===== src/rtl/ctrl_slave_issue_fifo_pkg.sv =====
// Shared backend definitions for the 2-wide in, 1-wide out issue queue.
package ctrl_slave_issue_fifo_pkg;

   localparam int unsigned IQ_ENQ_WIDTH = 2;
   localparam int unsigned IQ_DATA_W    = 64;

   typedef logic [IQ_DATA_W-1:0] uop_t;

   // Number of valid slots in a 2-wide enqueue group.
   function automatic logic [1:0] popcount2(input logic [IQ_ENQ_WIDTH-1:0] v);
      return {1'b0, v[0]} + {1'b0, v[1]};
   endfunction

endpackage


===== src/rtl/ctrl_slave_issue_fifo_if.sv =====
// Ctrl slave handshake plus enqueue/dequeue bus of the issue queue.
interface ctrl_slave_issue_fifo_if
   import ctrl_slave_issue_fifo_pkg::*;
#(
   parameter int unsigned DATA_W = IQ_DATA_W
);
   logic                             ctrl_pause;
   logic                             ctrl_flush;
   logic                             ctrl_pauseReq;
   logic                             ctrl_flushReq;
   logic [IQ_ENQ_WIDTH-1:0]          enq_valid;
   logic [IQ_ENQ_WIDTH*DATA_W-1:0]   enq_data;
   logic                             deq_valid;
   logic [DATA_W-1:0]                deq_data;
   logic                             deq_ready;

   modport slave (
      input  ctrl_pause, ctrl_flush, enq_valid, enq_data, deq_ready,
      output ctrl_pauseReq, ctrl_flushReq, deq_valid, deq_data
   );

   modport master (
      output ctrl_pause, ctrl_flush, enq_valid, enq_data, deq_ready,
      input  ctrl_pauseReq, ctrl_flushReq, deq_valid, deq_data
   );
endinterface


===== src/rtl/ctrl_slave_fifo_mem.sv =====
// DEPTH x DATA_W storage: two write ports, one asynchronous read port, no reset.
module ctrl_slave_fifo_mem #(
   parameter  int unsigned DEPTH  = 8,
   parameter  int unsigned DATA_W = 64,
   localparam int unsigned PTR_W  = $clog2(DEPTH)
) (
   input  logic              clk,
   input  logic              we0,
   input  logic [PTR_W-1:0]  waddr0,
   input  logic [DATA_W-1:0] wdata0,
   input  logic              we1,
   input  logic [PTR_W-1:0]  waddr1,
   input  logic [DATA_W-1:0] wdata1,
   input  logic [PTR_W-1:0]  raddr,
   output logic [DATA_W-1:0] rdata
);

   logic [DATA_W-1:0] mem [DEPTH];

   // Write addresses never collide: port 1 always targets port 0 address + 1.
   always_ff @(posedge clk) begin
      if (we0) mem[waddr0] <= wdata0;
      if (we1) mem[waddr1] <= wdata1;
   end

   assign rdata = mem[raddr];

endmodule


===== src/rtl/ctrl_slave_issue_fifo.sv =====
// In-order issue queue on the slave end of Ctrl: 2-wide enqueue, 1-wide issue,
// raises pauseReq whenever a full 2-wide enqueue could not be absorbed.
module ctrl_slave_issue_fifo
   import ctrl_slave_issue_fifo_pkg::*;
#(
   parameter int unsigned DEPTH  = 8,
   parameter int unsigned DATA_W = IQ_DATA_W
) (
   input  logic                   clk,
   input  logic                   rst_n,
   ctrl_slave_issue_fifo_if.slave bus
);

   localparam int unsigned PTR_W = $clog2(DEPTH);
   localparam int unsigned CNT_W = PTR_W + 1;

   logic [PTR_W-1:0]  head_q, tail_q;
   logic [CNT_W-1:0]  count_q;
   logic              deq_valid_q;
   logic              pause_req_q;

   logic              en_c;
   logic              fire_c;
   logic [1:0]        n_enq_c;
   logic [CNT_W-1:0]  count_next_c;
   logic [DATA_W-1:0] slot0_c, slot1_c;
   logic              we0_c, we1_c;
   logic [DATA_W-1:0] wdata0_c;
   logic [DATA_W-1:0] rdata_c;

   assign slot0_c = bus.enq_data[DATA_W-1:0];
   assign slot1_c = bus.enq_data[2*DATA_W-1:DATA_W];

   // Enqueue and issue qualification; flush dominates both.
   always_comb begin
      en_c         = !bus.ctrl_pause && !pause_req_q && !bus.ctrl_flush;
      fire_c       = deq_valid_q && bus.deq_ready && !bus.ctrl_flush;
      n_enq_c      = 2'd0;
      we0_c        = 1'b0;
      we1_c        = 1'b0;
      wdata0_c     = slot0_c;
      if (en_c) begin
         n_enq_c = popcount2(bus.enq_valid);
         we0_c   = |bus.enq_valid;
         we1_c   = &bus.enq_valid;
         // A lone slot-1 op is packed down into the tail entry.
         if (!bus.enq_valid[0]) wdata0_c = slot1_c;
      end
      count_next_c = count_q + CNT_W'(n_enq_c) - CNT_W'(fire_c);
   end

   ctrl_slave_fifo_mem #(
      .DEPTH  (DEPTH),
      .DATA_W (DATA_W)
   ) u_mem (
      .clk    (clk),
      .we0    (we0_c),
      .waddr0 (tail_q),
      .wdata0 (wdata0_c),
      .we1    (we1_c),
      .waddr1 (tail_q + PTR_W'(1)),
      .wdata1 (slot1_c),
      .raddr  (head_q),
      .rdata  (rdata_c)
   );

   // Pointers, occupancy and the registered status outputs derived from count.
   always_ff @(posedge clk or negedge rst_n) begin
      if (!rst_n) begin
         head_q      <= '0;
         tail_q      <= '0;
         count_q     <= '0;
         deq_valid_q <= 1'b0;
         pause_req_q <= 1'b0;
      end else if (bus.ctrl_flush) begin
         head_q      <= '0;
         tail_q      <= '0;
         count_q     <= '0;
         deq_valid_q <= 1'b0;
         pause_req_q <= 1'b0;
      end else begin
         head_q      <= head_q + PTR_W'(fire_c);
         tail_q      <= tail_q + PTR_W'(n_enq_c);
         count_q     <= count_next_c;
         deq_valid_q <= (count_next_c != '0);
         pause_req_q <= (count_next_c > CNT_W'(DEPTH - 2));
      end
   end

   assign bus.deq_valid     = deq_valid_q;
   assign bus.deq_data      = rdata_c;
   assign bus.ctrl_pauseReq = pause_req_q;
   assign bus.ctrl_flushReq = 1'b0;

   a_count_bound : assert property (@(posedge clk) disable iff (!rst_n)
      count_q <= CNT_W'(DEPTH));

   a_no_flush_req : assert property (@(posedge clk) disable iff (!rst_n)
      bus.ctrl_flushReq == 1'b0);

   a_ptr_count : assert property (@(posedge clk) disable iff (!rst_n)
      PTR_W'(tail_q - head_q) == PTR_W'(count_q));

endmodule

===== src/flat_wrapper.sv =====
// flat-port wrapper written by rule: the top's interface ports become plain ports
module ctrl_slave_issue_fifo_flat import ctrl_slave_issue_fifo_pkg::*;
#(
   parameter int unsigned DEPTH  = 8,
   parameter int unsigned DATA_W = IQ_DATA_W
)
  (clk, rst_n, bus_ctrl_pause, bus_ctrl_flush, bus_enq_valid, bus_enq_data, bus_deq_ready, bus_ctrl_pauseReq, bus_ctrl_flushReq, bus_deq_valid, bus_deq_data);
  ctrl_slave_issue_fifo_if #(.DATA_W(DATA_W)) bus_i ();
  input  logic clk;
  input  logic rst_n;
  input wire logic [$bits(bus_i.ctrl_pause)-1:0] bus_ctrl_pause;
  input wire logic [$bits(bus_i.ctrl_flush)-1:0] bus_ctrl_flush;
  input wire logic [$bits(bus_i.enq_valid)-1:0] bus_enq_valid;
  input wire logic [$bits(bus_i.enq_data)-1:0] bus_enq_data;
  input wire logic [$bits(bus_i.deq_ready)-1:0] bus_deq_ready;
  output wire logic [$bits(bus_i.ctrl_pauseReq)-1:0] bus_ctrl_pauseReq;
  output wire logic [$bits(bus_i.ctrl_flushReq)-1:0] bus_ctrl_flushReq;
  output wire logic [$bits(bus_i.deq_valid)-1:0] bus_deq_valid;
  output wire logic [$bits(bus_i.deq_data)-1:0] bus_deq_data;
  assign bus_i.ctrl_pause = bus_ctrl_pause;
  assign bus_i.ctrl_flush = bus_ctrl_flush;
  assign bus_i.enq_valid = bus_enq_valid;
  assign bus_i.enq_data = bus_enq_data;
  assign bus_i.deq_ready = bus_deq_ready;
  assign bus_ctrl_pauseReq = bus_i.ctrl_pauseReq;
  assign bus_ctrl_flushReq = bus_i.ctrl_flushReq;
  assign bus_deq_valid = bus_i.deq_valid;
  assign bus_deq_data = bus_i.deq_data;
  ctrl_slave_issue_fifo #(.DEPTH(DEPTH), .DATA_W(DATA_W)) u_core (.clk(clk), .rst_n(rst_n), .bus(bus_i));
endmodule

===== config.mk =====
export PLATFORM = sky130hd
export DESIGN_NAME = ctrl_slave_issue_fifo_flat
export DESIGN_NICKNAME = d
export VERILOG_FILES = /design/src/rtl/ctrl_slave_issue_fifo_pkg.sv /design/src/rtl/ctrl_slave_issue_fifo_if.sv /design/src/rtl/ctrl_slave_fifo_mem.sv /design/src/rtl/ctrl_slave_issue_fifo.sv /design/src/flat_wrapper.sv
export SDC_FILE = /design/constraint.sdc
export NUM_CORES = 1
export LEC_CHECK = 0
export CAP_MARGIN = 30
export CORE_UTILIZATION = 41
export CTS_CLUSTER_DIAMETER = 30
export DETAILED_ROUTE_END_ITERATION = 7
export PLACE_DENSITY = 0.66
export SYNTH_ARGS = -nofsm -noshare
export SYNTH_HDL_FRONTEND = slang
export SYNTH_SLANG_ARGS = --single-unit

===== constraint.sdc =====
create_clock -name clk -period 5.4 [get_ports clk]
set_input_delay 1.35 -clock clk [delete_from_list [all_inputs] [get_ports clk]]
set_output_delay 1.35 -clock clk [all_outputs]
set_load 0.005 [all_outputs]

==> flow_summary.yaml <==
final_layout:
  post_route_non_filler_standard_cell_count: 2690
  num-nets-final: 1892
  layout-area-overhead-vs-synth_pct: 25.4
  postLayoutCoreUtil: 0.520
  post_route_cells_drive_above_1_share: 0.249
detailed_routing:
  avgViaCountPerCell: 6.28
  drtIter0Drc: 1525
  route.detailed.drc: 0
  finalWirelength_mm: 77.4
  num_vias: 16900
  detailedRoute.firstPassIterationCount: 5
  wire_per_inst_um: 28.8
  drtAntennaViolNets: 0
logic_synthesis:
  synthDominantAreaCellType: "sky130_fd_sc_hd__edfxtp_1"
  synth_enable_flop_cells: 512
  synth_nets: 1744
  synth_top_flop_cell: "sky130_fd_sc_hd__edfxtp_1"
  number_of_synthesized_register_bits: 524
  synthesis.instances: 1596
  portion_of_the_post_synthesis_area_used_by_sequential_elements: 0.600
  netlist.area_leader.share: 0.589
  synth_area_leaders: "sky130_fd_sc_hd__edfxtp_1 (59%), sky130_fd_sc_hd__o2bb2ai_1 (17%), sky130_fd_sc_hd__mux4_2 (11%)"
  ys_async_sr_fraction: 0.0229
  netlist_area_mm2: 0.0261
  yosysWarningCount: 0
  avgSynthCellArea_um2: 16.4
  post_synth_num_cell_types: 37
  synthTopCellsByCount: "sky130_fd_sc_hd__edfxtp_1 (512), sky130_fd_sc_hd__o2bb2ai_1 (512), sky130_fd_sc_hd__mux4_2 (128)"
global_routing:
  grt_pass1_wl_mm: 114
  grt_start_max_net_pins: 65
  first_global_vias: 18100
  global_route.usage.total: 0.240
  gr-total-overflow: 0
  antenna_violations_before_repair: 10
floorplanning:
  die_w_um: 254
  floorplan.initialDensity: 0.415
  floorplan.rows: 92
  floorplan.core_area_mm2: 0.0630
  dieHeight_um: 254
  top_level_ports: 202
  design.die.area_mm2: 0.0647
status:
  run_status: "finished, final reports clean"
clock_network:
  cts_hold_buffers: 0
  cts-htree-levels: 3
  postCtsResizedCells: 0
  numClockSinks: 524
  clock-root-buffer: "sky130_fd_sc_hd__clkbuf_16"
  clock_insertion_delay_worst_skew_ns: 0.65
  tritoncts.num_buffers: 111
  tritoncts: "done"
  cts_setup_buffers: 0
  clock_pin_slew_on_the_worst_setup_and_hold_paths_ns: 0.04
  clk_path_buf_depth: 3
worst_setup_path:
  path_cells: "buf_4 -> mux4_2 -> mux2_2 -> clkdlybuf4s50_1"
  crit_slowest_cell: "sky130_fd_sc_hd__dfrtp_4"
  crit_path_max_incr_delay_ns: 0.85
  worstPathArrival_ns: 3.38
  required_ns: 4.05
  worstSetupPathType: "reg -> out"
  nature_of_the_critical_path_startpoint: "register"
  worst_setup_path_end_kind: "output port"
  cpLargestDelayFamily: "buffers and inverters"
  worst-path-buf-inv: 2
  worstPathMaxFanout: 31
placed_design:
  dpl_worst_slack_ns: 0.597
  post-dp-hpwl_mm: 41.4
  numPortBuffers: 200
  dp_cells: 2475
  gp_congestion: 0.734
sta:
  min_period_ns: 4.73
  max_clock_freq_mhz: 211
  fin_crit_sh: 0.877
  setup_violations: 0
  hold_violations: 0
  final.hold.worst_slack_ns: 0.689
  slew_headroom: 0.285
  finalWorstSetupSlack_ns: 0.667
  final.setup.tns_ns: 0
  finalClockSkew_ns: 0.0161
  worst_pin_slew_ns: 1.07
  rsz0062_at_grt: "no"
  report.final.slew_viol_count: 0
min_path:
  worst_hold_path_type: "reg -> reg"
pwr:
  vdd_drop_max_mv: 0.247
  power_leakage_nw: 10.2
  powerDensity_mw_per_mm2: 409
run:
  max-cap-violations: 0
layout by cell type, fill, tap and decap left out, types with 3 or more instances in the layout:
cell type	netlist	layout
sky130_fd_sc_hd__o2bb2ai_1	512	512
sky130_fd_sc_hd__edfxtp_1	512	512
sky130_fd_sc_hd__clkdlybuf4s50_1	0	200
sky130_fd_sc_hd__mux4_2	128	128
sky130_fd_sc_hd__clkbuf_16	0	113
sky130_fd_sc_hd__nand2_1	68	68
sky130_fd_sc_hd__mux2_2	64	64
sky130_fd_sc_hd__buf_4	6	29
sky130_fd_sc_hd__bufinv_16	0	21
sky130_fd_sc_hd__buf_12	0	19
sky130_fd_sc_hd__clkinv_1	0	18
sky130_fd_sc_hd__clkinvlp_4	0	16
sky130_fd_sc_hd__clkinv_2	0	15
sky130_fd_sc_hd__ha_1	11	11
sky130_fd_sc_hd__inv_1	10	10
sky130_fd_sc_hd__clkbuf_1	36	9
sky130_fd_sc_hd__dfrtp_1	12	9
sky130_fd_sc_hd__o41ai_4	8	8
sky130_fd_sc_hd__o21bai_4	0	8
sky130_fd_sc_hd__nor4_4	0	7
sky130_fd_sc_hd__diode_2	0	6
sky130_fd_sc_hd__clkinv_4	0	6
sky130_fd_sc_hd__nor2b_1	5	5
sky130_fd_sc_hd__inv_6	0	5
sky130_fd_sc_hd__buf_16	0	4
sky130_fd_sc_hd__nand3_1	3	3
sky130_fd_sc_hd__xnor2_1	3	3
sky130_fd_sc_hd__nor2_1	3	3
sky130_fd_sc_hd__clkinv_8	0	3
sky130_fd_sc_hd__dfrtp_4	0	3
per-stage QoR:
stage | cell area [µm²] | power [W]
floorplan | 26100 | 0.00580
global placement | 28700 | 0.00636
detailed placement | 28800 | 0.00640
CTS | 32700 | 0.0134
global route | 32700 | 0.0138
finish | 32700 | 0.0134
registers in the layout, indices dropped and copies added, names as in the netlist:
signal                    cells
u_core.bus.ctrl_pauseReq      1
u_core.bus.deq_valid          1
u_core.count_q                4
u_core.head_q                 3
u_core.tail_q                 3
u_core.u_mem.mem            512
cells by family after synthesis:
group | share of synthesized area
buffers and inverters | 0.0506
adders and majority gates | 0.00680
AOI/OAI and AO/OA | 0.184
xor gates and xnor gates | 0.00259
muxes | 0.138
other | 0.000144
and+or+nand+nor | 0.0183
DFF | 0.600
final cells by class:
| cell class | count | area [µm²] |
|---|---|---|
| Antenna cell | 6 | 15.0 |
| Inverter | 12 | 45.0 |
| Timing Repair Buffer | 253 | 2730 |
| Tap cell | 846 | 1060 |
| Clock buffer | 122 | 2860 |
| Multi-Input combinational cell | 842 | 9290 |
| Fill cell | 5057 | 30200 |
| Sequential cell | 524 | 15700 |
| Clock inverter | 85 | 1070 |
worst reg2reg max path, cell delays in order (launching register included):
cell	delay, ns
sky130_fd_sc_hd__dfrtp_1	0.90
sky130_fd_sc_hd__ha_1	0.76
sky130_fd_sc_hd__inv_2	0.35
sky130_fd_sc_hd__nor4_4	0.36
sky130_fd_sc_hd__buf_4	0.85
sky130_fd_sc_hd__o2bb2ai_1	0.20
layer usage:
| metal | routed length, µm | part of all wire | track usage | vias up |
|---|---|---|---|---|
| li1 | - | - | - | 7127 |
| met1 | 30900 | 0.40 | 0.311 | 8734 |
| met2 | 37800 | 0.49 | 0.391 | 843 |
| met3 | 6470 | 0.084 | 0.0539 | 171 |
| met4 | 2190 | 0.028 | 0.0988 | 12 |
| met5 | 76 | 0.00098 | 0 | - |
path summary, 6_finish.rpt:
check                                            start                           endpoint  slack [ns]  depth (start not counted)
max                         u_core.head_q[0]$_DFF_PN0_                   bus_deq_data[24]        0.67                          4
min                        u_core.count_q[3]$_DFF_PN0_        u_core.count_q[3]$_DFF_PN0_        0.69                          3
max reg2reg                 u_core.tail_q[0]$_DFF_PN0_  u_core.u_mem.mem[3][42]$_DFFE_PP_        1.66                          5
min reg2reg                u_core.count_q[3]$_DFF_PN0_        u_core.count_q[3]$_DFF_PN0_        0.69                          3
max in group asynchronous                        rst_n         u_core.head_q[2]$_DFF_PN0_        3.91                          1
min in group asynchronous                        rst_n        u_core.count_q[2]$_DFF_PN0_        1.06                          1
where the power goes:
part	switching [W]	total, W	internal (W)
sequential	0.0000618	0.00472	0.00465
clock	0.00225	0.00706	0.00481
combinational	0.000838	0.00161	0.000770
total	0.00315	0.0134	0.0102
(Power assumes the default switching activity.)
